--- src/rtl/id_ex_stage_if.sv ---
// ID/EX stage bundle: decoded ID-side inputs, registered EX-side outputs and hazard controls.
// master = decode side driving ID fields; slave = the pipeline register.
interface id_ex_stage_if;
  logic        Flush;
  logic [31:0] PC4_ID, ReadData1_ID, ReadData2_ID, SignExt_ID;
  logic [4:0]  Rs_ID, Rt_ID, Rd_ID;
  logic        RegDst_ID, ALUSrc_ID, MemRead_ID, MemWrite_ID, MemtoReg_ID, RegWrite_ID;
  logic [2:0]  ALUOp_ID;

  logic [31:0] PC4_EX, ReadData1_EX, ReadData2_EX, SignExt_EX;
  logic [4:0]  Rs_EX, Rt_EX, Rd_EX;
  logic        RegDst_EX, ALUSrc_EX, MemRead_EX, MemWrite_EX, MemtoReg_EX, RegWrite_EX;
  logic [2:0]  ALUOp_EX;

  logic        PCWrite, IFID_Write, Stall;
  logic [15:0] BubbleCount;

  modport master (
    output Flush, PC4_ID, ReadData1_ID, ReadData2_ID, SignExt_ID, Rs_ID, Rt_ID, Rd_ID,
           RegDst_ID, ALUSrc_ID, MemRead_ID, MemWrite_ID, MemtoReg_ID, RegWrite_ID, ALUOp_ID,
    input  PC4_EX, ReadData1_EX, ReadData2_EX, SignExt_EX, Rs_EX, Rt_EX, Rd_EX,
           RegDst_EX, ALUSrc_EX, MemRead_EX, MemWrite_EX, MemtoReg_EX, RegWrite_EX, ALUOp_EX,
           PCWrite, IFID_Write, Stall, BubbleCount
  );

  modport slave (
    input  Flush, PC4_ID, ReadData1_ID, ReadData2_ID, SignExt_ID, Rs_ID, Rt_ID, Rd_ID,
           RegDst_ID, ALUSrc_ID, MemRead_ID, MemWrite_ID, MemtoReg_ID, RegWrite_ID, ALUOp_ID,
    output PC4_EX, ReadData1_EX, ReadData2_EX, SignExt_EX, Rs_EX, Rt_EX, Rd_EX,
           RegDst_EX, ALUSrc_EX, MemRead_EX, MemWrite_EX, MemtoReg_EX, RegWrite_EX, ALUOp_EX,
           PCWrite, IFID_Write, Stall, BubbleCount
  );
endinterface

--- src/rtl/id_ex_stage.sv ---
// ID/EX pipeline register with load-use hazard detection, flush bubbling and a saturating bubble counter.
module id_ex_stage (
  input  logic         clk,
  input  logic         reset,
  id_ex_stage_if.slave bus
);
  typedef struct packed {
    logic [31:0] pc4, rd1, rd2, sext;
    logic [4:0]  rs, rt, rd;
    logic        reg_dst, alu_src, mem_read, mem_write, mem_to_reg, reg_write;
    logic [2:0]  alu_op;
  } ex_t;

  ex_t         ex_d, ex_q;
  logic [15:0] cnt_q;
  logic        hazard, bubble;

  assign ex_d = {bus.PC4_ID, bus.ReadData1_ID, bus.ReadData2_ID, bus.SignExt_ID,
                 bus.Rs_ID, bus.Rt_ID, bus.Rd_ID,
                 bus.RegDst_ID, bus.ALUSrc_ID, bus.MemRead_ID, bus.MemWrite_ID,
                 bus.MemtoReg_ID, bus.RegWrite_ID, bus.ALUOp_ID};

  // ex_q is cleared asynchronously, so hazard is inherently 0 while reset is held.
  assign hazard = ex_q.mem_read && (ex_q.rt != 5'd0) &&
                  ((ex_q.rt == bus.Rs_ID) || (ex_q.rt == bus.Rt_ID)) && !bus.Flush;
  assign bubble = hazard || bus.Flush;

  always_ff @(posedge clk or negedge reset) begin
    if (!reset) begin
      ex_q  <= '0;
      cnt_q <= '0;
    end else begin
      ex_q <= bubble ? '0 : ex_d;
      if (bubble && cnt_q != 16'hFFFF) cnt_q <= cnt_q + 16'd1;
    end
  end

  assign bus.Stall       = hazard;
  assign bus.PCWrite     = !hazard;
  assign bus.IFID_Write  = !hazard;
  assign bus.BubbleCount = cnt_q;

  assign bus.PC4_EX       = ex_q.pc4;
  assign bus.ReadData1_EX = ex_q.rd1;
  assign bus.ReadData2_EX = ex_q.rd2;
  assign bus.SignExt_EX   = ex_q.sext;
  assign bus.Rs_EX        = ex_q.rs;
  assign bus.Rt_EX        = ex_q.rt;
  assign bus.Rd_EX        = ex_q.rd;
  assign bus.RegDst_EX    = ex_q.reg_dst;
  assign bus.ALUSrc_EX    = ex_q.alu_src;
  assign bus.MemRead_EX   = ex_q.mem_read;
  assign bus.MemWrite_EX  = ex_q.mem_write;
  assign bus.MemtoReg_EX  = ex_q.mem_to_reg;
  assign bus.RegWrite_EX  = ex_q.reg_write;
  assign bus.ALUOp_EX     = ex_q.alu_op;
endmodule

--- src/flat_wrapper.sv ---
// flat-port wrapper written by rule: the top's interface ports become plain ports
module id_ex_stage_flat 
  (clk, reset, bus_Flush, bus_PC4_ID, bus_ReadData1_ID, bus_ReadData2_ID, bus_SignExt_ID, bus_Rs_ID, bus_Rt_ID, bus_Rd_ID, bus_RegDst_ID, bus_ALUSrc_ID, bus_MemRead_ID, bus_MemWrite_ID, bus_MemtoReg_ID, bus_RegWrite_ID, bus_ALUOp_ID, bus_PC4_EX, bus_ReadData1_EX, bus_ReadData2_EX, bus_SignExt_EX, bus_Rs_EX, bus_Rt_EX, bus_Rd_EX, bus_RegDst_EX, bus_ALUSrc_EX, bus_MemRead_EX, bus_MemWrite_EX, bus_MemtoReg_EX, bus_RegWrite_EX, bus_ALUOp_EX, bus_PCWrite, bus_IFID_Write, bus_Stall, bus_BubbleCount);
  id_ex_stage_if bus_i ();
  input  logic clk;
  input  logic reset;
  input wire logic [$bits(bus_i.Flush)-1:0] bus_Flush;
  input wire logic [$bits(bus_i.PC4_ID)-1:0] bus_PC4_ID;
  input wire logic [$bits(bus_i.ReadData1_ID)-1:0] bus_ReadData1_ID;
  input wire logic [$bits(bus_i.ReadData2_ID)-1:0] bus_ReadData2_ID;
  input wire logic [$bits(bus_i.SignExt_ID)-1:0] bus_SignExt_ID;
  input wire logic [$bits(bus_i.Rs_ID)-1:0] bus_Rs_ID;
  input wire logic [$bits(bus_i.Rt_ID)-1:0] bus_Rt_ID;
  input wire logic [$bits(bus_i.Rd_ID)-1:0] bus_Rd_ID;
  input wire logic [$bits(bus_i.RegDst_ID)-1:0] bus_RegDst_ID;
  input wire logic [$bits(bus_i.ALUSrc_ID)-1:0] bus_ALUSrc_ID;
  input wire logic [$bits(bus_i.MemRead_ID)-1:0] bus_MemRead_ID;
  input wire logic [$bits(bus_i.MemWrite_ID)-1:0] bus_MemWrite_ID;
  input wire logic [$bits(bus_i.MemtoReg_ID)-1:0] bus_MemtoReg_ID;
  input wire logic [$bits(bus_i.RegWrite_ID)-1:0] bus_RegWrite_ID;
  input wire logic [$bits(bus_i.ALUOp_ID)-1:0] bus_ALUOp_ID;
  output wire logic [$bits(bus_i.PC4_EX)-1:0] bus_PC4_EX;
  output wire logic [$bits(bus_i.ReadData1_EX)-1:0] bus_ReadData1_EX;
  output wire logic [$bits(bus_i.ReadData2_EX)-1:0] bus_ReadData2_EX;
  output wire logic [$bits(bus_i.SignExt_EX)-1:0] bus_SignExt_EX;
  output wire logic [$bits(bus_i.Rs_EX)-1:0] bus_Rs_EX;
  output wire logic [$bits(bus_i.Rt_EX)-1:0] bus_Rt_EX;
  output wire logic [$bits(bus_i.Rd_EX)-1:0] bus_Rd_EX;
  output wire logic [$bits(bus_i.RegDst_EX)-1:0] bus_RegDst_EX;
  output wire logic [$bits(bus_i.ALUSrc_EX)-1:0] bus_ALUSrc_EX;
  output wire logic [$bits(bus_i.MemRead_EX)-1:0] bus_MemRead_EX;
  output wire logic [$bits(bus_i.MemWrite_EX)-1:0] bus_MemWrite_EX;
  output wire logic [$bits(bus_i.MemtoReg_EX)-1:0] bus_MemtoReg_EX;
  output wire logic [$bits(bus_i.RegWrite_EX)-1:0] bus_RegWrite_EX;
  output wire logic [$bits(bus_i.ALUOp_EX)-1:0] bus_ALUOp_EX;
  output wire logic [$bits(bus_i.PCWrite)-1:0] bus_PCWrite;
  output wire logic [$bits(bus_i.IFID_Write)-1:0] bus_IFID_Write;
  output wire logic [$bits(bus_i.Stall)-1:0] bus_Stall;
  output wire logic [$bits(bus_i.BubbleCount)-1:0] bus_BubbleCount;
  assign bus_i.Flush = bus_Flush;
  assign bus_i.PC4_ID = bus_PC4_ID;
  assign bus_i.ReadData1_ID = bus_ReadData1_ID;
  assign bus_i.ReadData2_ID = bus_ReadData2_ID;
  assign bus_i.SignExt_ID = bus_SignExt_ID;
  assign bus_i.Rs_ID = bus_Rs_ID;
  assign bus_i.Rt_ID = bus_Rt_ID;
  assign bus_i.Rd_ID = bus_Rd_ID;
  assign bus_i.RegDst_ID = bus_RegDst_ID;
  assign bus_i.ALUSrc_ID = bus_ALUSrc_ID;
  assign bus_i.MemRead_ID = bus_MemRead_ID;
  assign bus_i.MemWrite_ID = bus_MemWrite_ID;
  assign bus_i.MemtoReg_ID = bus_MemtoReg_ID;
  assign bus_i.RegWrite_ID = bus_RegWrite_ID;
  assign bus_i.ALUOp_ID = bus_ALUOp_ID;
  assign bus_PC4_EX = bus_i.PC4_EX;
  assign bus_ReadData1_EX = bus_i.ReadData1_EX;
  assign bus_ReadData2_EX = bus_i.ReadData2_EX;
  assign bus_SignExt_EX = bus_i.SignExt_EX;
  assign bus_Rs_EX = bus_i.Rs_EX;
  assign bus_Rt_EX = bus_i.Rt_EX;
  assign bus_Rd_EX = bus_i.Rd_EX;
  assign bus_RegDst_EX = bus_i.RegDst_EX;
  assign bus_ALUSrc_EX = bus_i.ALUSrc_EX;
  assign bus_MemRead_EX = bus_i.MemRead_EX;
  assign bus_MemWrite_EX = bus_i.MemWrite_EX;
  assign bus_MemtoReg_EX = bus_i.MemtoReg_EX;
  assign bus_RegWrite_EX = bus_i.RegWrite_EX;
  assign bus_ALUOp_EX = bus_i.ALUOp_EX;
  assign bus_PCWrite = bus_i.PCWrite;
  assign bus_IFID_Write = bus_i.IFID_Write;
  assign bus_Stall = bus_i.Stall;
  assign bus_BubbleCount = bus_i.BubbleCount;
  id_ex_stage u_core (.clk(clk), .reset(reset), .bus(bus_i));
endmodule
--- config.mk ---
export PLATFORM = sky130hd
export DESIGN_NAME = id_ex_stage_flat
export DESIGN_NICKNAME = d
export VERILOG_FILES = /design/src/rtl/id_ex_stage_if.sv /design/src/rtl/id_ex_stage.sv /design/src/flat_wrapper.sv
export SDC_FILE = /design/constraint.sdc
export NUM_CORES = 1
export LEC_CHECK = 0
export ABC_AREA = 0
export CORE_ASPECT_RATIO = 1.1
export CORE_MARGIN = 8
export CORE_UTILIZATION = 36
export CTS_BUF_LIST = sky130_fd_sc_hd__clkbuf_8
export CTS_CLUSTER_SIZE = 40
export DETAILED_ROUTE_END_ITERATION = 16
export GPL_TIMING_DRIVEN = 0
export PLACE_DENSITY = 0.81
export SLEW_MARGIN = 20
export SYNTH_ARGS = -nofsm -noshare
export SYNTH_HDL_FRONTEND = slang
export SYNTH_SLANG_ARGS = --single-unit
--- constraint.sdc ---
create_clock -name clk -period 1.94 [get_ports clk]
set_input_delay 0.291 -clock clk [delete_from_list [all_inputs] [get_ports clk]]
set_output_delay 0.291 -clock clk [all_outputs]
set_load 0.01 [all_outputs]
==> impl_metrics.py <==
metrics = {
    "layout": {
        "final-seq-area_sq_um": 4200,
        "diodes": 0,
        "drive_gt1_share_pct": 15.3,
        "final_util_pct": 65.4,
        "multi_input_area_sq_um": 1670,
        "num-fill-cells": 1103,
        "area_growth_syn_to_layout_pct": 77.7,
        "nNetsFinal": 943,
    },
    "critical_path": {
        "worstSetupStartpointType": "flip-flop",
        "r2r_slack_ns": -0.27,
        "cp-end-kind": "flip-flop",
        "crit_type": "reg -> reg",
        "rr_endpoint": "u_core.bus.BubbleCount[11]$_DFFE_PN0P_",
        "r2r_cells": 9,
        "crit_slowest_cell": "or4_4",
        "crit_top_cell": "buf_6",
        "critPathRequiredTime_ns": 2.26,
        "cpLargestDelayFamily": "simple AND/OR/NAND/NOR gates",
        "critPathArrivalTime_ns": 2.53,
        "reg2reg_from": "u_core.bus.Rt_EX[2]$_DFF_PN0_",
        "path_buf_inv": 4,
        "cp_max_fo": 5,
        "max_stage_delay_ns": 0.55,
        "crit_chain": "or4_4 -> o21ai_4 -> inv_2 -> buf_6 -> a21oi_4 -> buf_6 -> buf_6 -> nor3_2 -> xor2_1",
    },
    "yosys": {
        "ys_async_sr_fraction_pct": 100,
        "synth.top_cell.area_share_pct": 72.7,
        "synth_nets": 574,
        "synth-edff-count": 0,
        "synth_seq_area_share_pct": 72.7,
        "syn_inst": 418,
        "ys.flop_type": "dfrtp_1",
        "yosys_warnings": 0,
        "yosysTopAreaCell": "dfrtp_1",
        "synth.distinct_cells": 32,
        "synthTopCellsByArea": "dfrtp_1 73%, and2_1 16%, xnor2_1 1.5%",
        "netlist_area_sq_um": 5790,
        "ys_ff_latch": 168,
        "avgSynthCellArea_sq_um": 13.8,
    },
    "pwr": {
        "pwr-share-clk_pct": 30.1,
        "p_int_mw": 5.96,
        "combPwrFrac_pct": 21.0,
        "power_mw": 8.07,
        "vdd_ir_drop_max_v": 0.000668,
        "switching_share_pct": 26.2,
        "pwr_density_cell_nw_per_um2": 784,
        "power_frac_seq_pct": 48.9,
        "power.switching_mw": 2.11,
        "p_leak_nw": 4.53,
    },
    "drt": {
        "firstDrtPassIters": 4,
        "drt-vias-per-instance": 4.52,
        "drt-initial-drc-count": 145,
        "wl_um": 18900,
        "postRouteAntennaNets": 0,
        "route.vias.total": 4513,
        "wl_per_cell_um": 18.9,
        "drc": 0,
    },
    "timing": {
        "tightestPinTransition_ns": 0.639,
        "fmax_mhz": 452,
        "min_period_ns": 2.21,
        "finalMaxSlewViolations": 0,
        "setup-violations-final": 171,
        "hold_viol": 0,
        "fin_hold_ws_ns": 0.395,
        "min_period_over_period_pct": 114,
        "rsz0062_at_grt": "yes",
        "max_slew_margin_pct": 57.4,
        "setup_ws_ns": -0.273,
        "skew_ns": 0.00811,
    },
    "placed_design": {
        "gp_congestion": 0.825,
        "portBuffers": 325,
        "pre_cts_ws_ns": -0.488,
        "dpl.hpwl_um": 14400,
    },
    "global_route": {
        "grt_max_degree": 88,
        "antenna_found_initial": 0,
        "grt_pass1_wl_um": 28300,
        "gr-total-overflow": 0,
        "grtUsageTotal_pct": 18.3,
        "grt_pass1_vias": 5060,
    },
    "cts": {
        "cts_inserted_buffers": 17,
        "h-tree-depth": 4,
        "cts_sinks": 168,
        "cts_root_buf": "clkbuf_8",
        "clk_latency_ns": 0.44,
        "tritoncts": "built",
        "clk_pin_slew_ns": 0.09,
        "max-clock-path-buffers": 2,
    },
    "floorplan": {
        "initial_core_util_pct": 36.8,
        "die_y_um": 149,
        "ios": 326,
        "core.rowCount": 48,
        "die_w_um": 137,
        "core_sq_um": 15700,
        "die-area_sq_um": 20400,
    },
    "min_path": {
        "hold_path.class": "in -> reg",
        "hold_path_end": "u_core.bus.ReadData2_EX[0]$_DFF_PN0_",
        "min_from": "bus_ReadData2_ID[0]",
        "hold_depth": 2,
    },
    "outcome": {
        "outcome": "finished with violations",
        "violations": "setup timing",
    },
    "flow_run": {
        "drv_cap": 0,
    },
}
==> power groups by stage <==
stage	registers, mW	logic (mW)	clock network, mW
floorplan	4.12	0.351	0
global placement	4.01	1.48	0
detailed placement	4.02	1.52	0
CTS	3.94	1.69	2.51
global route	3.98	1.81	2.66
finish	3.94	1.69	2.43
==> cells by family after synthesis <==
| logic type | count (synthesis) | synth area share [%] |
|---|---|---|
| buffers and inverters | 22 | 1.99 |
| multiplexers | 2 | 0.454 |
| flip-flops | 168 | 72.7 |
| XOR/XNOR | 20 | 3.03 |
| AO/OA/AOI/OAI | 13 | 1.69 |
| adder cells (fa/ha/maj) | 1 | 0.216 |
| AND/OR/NAND/NOR | 192 | 20.0 |
==> cells in the mapped netlist, types with 2 or more instances <==
| master | n |
|---|---|
| o21ai_0 | 2 |
| buf_2 | 8 |
| nand2_1 | 8 |
| inv_1 | 2 |
| xor2_1 | 10 |
| and2_1 | 152 |
| a21oi_1 | 3 |
| nand3_1 | 10 |
| xnor2_1 | 10 |
| nand4_1 | 2 |
| dfrtp_1 | 168 |
| nor3_1 | 6 |
| and3_1 | 2 |
| a31oi_1 | 2 |
| nor2_1 | 6 |
| clkbuf_2 | 9 |
| nor4b_1 | 3 |
==> timing repair <==
item                       4_1_cts  5_1_grt
pin swaps                       12       25
hold endpoints to repair        86        0
setup endpoints to repair      168      171
buffers inserted                20        1
hold buffers                     1        0
gates cloned                     5        0
resized for setup               73       32
==> state kept, by name, indices dropped and copies added, names as in the netlist <==
signal	flops
u_core.bus.SignExt_EX	32
u_core.bus.MemRead_EX	1
u_core.bus.RegWrite_EX	1
u_core.bus.MemtoReg_EX	1
u_core.bus.ReadData1_EX	32
u_core.bus.ReadData2_EX	32
u_core.bus.MemWrite_EX	1
u_core.bus.PC4_EX	32
u_core.bus.RegDst_EX	1
u_core.bus.BubbleCount	16
u_core.bus.Rd_EX	5
u_core.bus.Rs_EX	5
u_core.bus.ALUOp_EX	3
u_core.bus.Rt_EX	5
u_core.bus.ALUSrc_EX	1
==> worst max path at each step <==
stage,from,end,slack [ns],depth (start not counted)
global placement,reset,u_core.bus.PC4_EX[14]$_DFF_PN0_,-5.79,1
detailed placement,bus_Rt_ID[4],bus_PCWrite,-0.49,7
global route,u_core.bus.Rt_EX[2]$_DFF_PN0_,u_core.bus.BubbleCount[11]$_DFFE_PN0P_,-0.33,9
finish,u_core.bus.Rt_EX[2]$_DFF_PN0_,u_core.bus.BubbleCount[11]$_DFFE_PN0P_,-0.27,9
CTS,u_core.bus.Rt_EX[3]$_DFF_PN0_,bus_PCWrite,-0.24,6
floorplan,u_core.bus.Rt_EX[4]$_DFF_PN0_,u_core.bus.BubbleCount[1]$_DFFE_PN0P_,0.003,7
==> stage by stage <==
step | cell area, sq um | instances | setup TNS [ns]
after floorplan | 5790 | 418 | 0
after global placement | 9300 | 943 | -1006.05
after detailed placement | 9330 | 944 | -38.91
after CTS | 10200 | 1001 | -25.46
after global routing | 10300 | 999 | -43.61
final | 10300 | 999 | -31.02
==> cell usage in the layout, fill, tap and decap left out, drive strengths merged <==
master / synthesis / layout
nand3: 10 / 10
nand2: 8 / 8
nor3: 6 / 6
o32a: 1 / 1
nor4b: 3 / 3
nor2: 6 / 6
clkbuf: 9 / 26
o22ai: 1 / 1
and2: 152 / 152
bufinv: 0 / 2
o21ai: 3 / 3
clkinv: 0 / 4
clkinvlp: 0 / 4
dlygate4sd3: 0 / 1
nor4: 1 / 1
mux2: 2 / 2
clkdlybuf4s50: 0 / 321
or3: 1 / 1
a31oi: 2 / 2
xor2: 10 / 10
and3: 2 / 2
a2bb2oi: 1 / 1
or4: 1 / 1
dfrtp: 168 / 168
ha: 1 / 1
a21o: 1 / 1
inv: 3 / 7
xnor2: 10 / 10
buf: 10 / 38
nand4: 2 / 2
a21oi: 4 / 4
==> layout make-up <==
class	instances	area share [%]
Inverter	3	0.110
Sequential cell	168	40.9
Timing Repair Buffer	351	34.6
Tap cell	200	2.43
Clock inverter	14	1.45
Clock buffer	17	2.28
Multi-Input combinational cell	228	16.3
Buffer	18	2.03
==> worst reg2reg max path, delay by kind of cell, from the launching register on <==
family / cells / cell delay, ns
AO/OA/AOI/OAI: 2 / 0.41
XOR/XNOR: 1 / 0.18
buffers and inverters: 4 / 0.50
flip-flops: 1 / 0.40
AND/OR/NAND/NOR: 2 / 0.61
==> metal layers <==
metal / track usage, % / vias to the layer above / share of wire (%)
li1: - / 2051 / -
met1: 18.5 / 2191 / 34
met2: 33.2 / 238 / 53
met3: 6.64 / 33 / 10
met4: 7.67 / 0 / 2.6
met5: 0 / - / 0
Power figures use the tool's default switching activity.
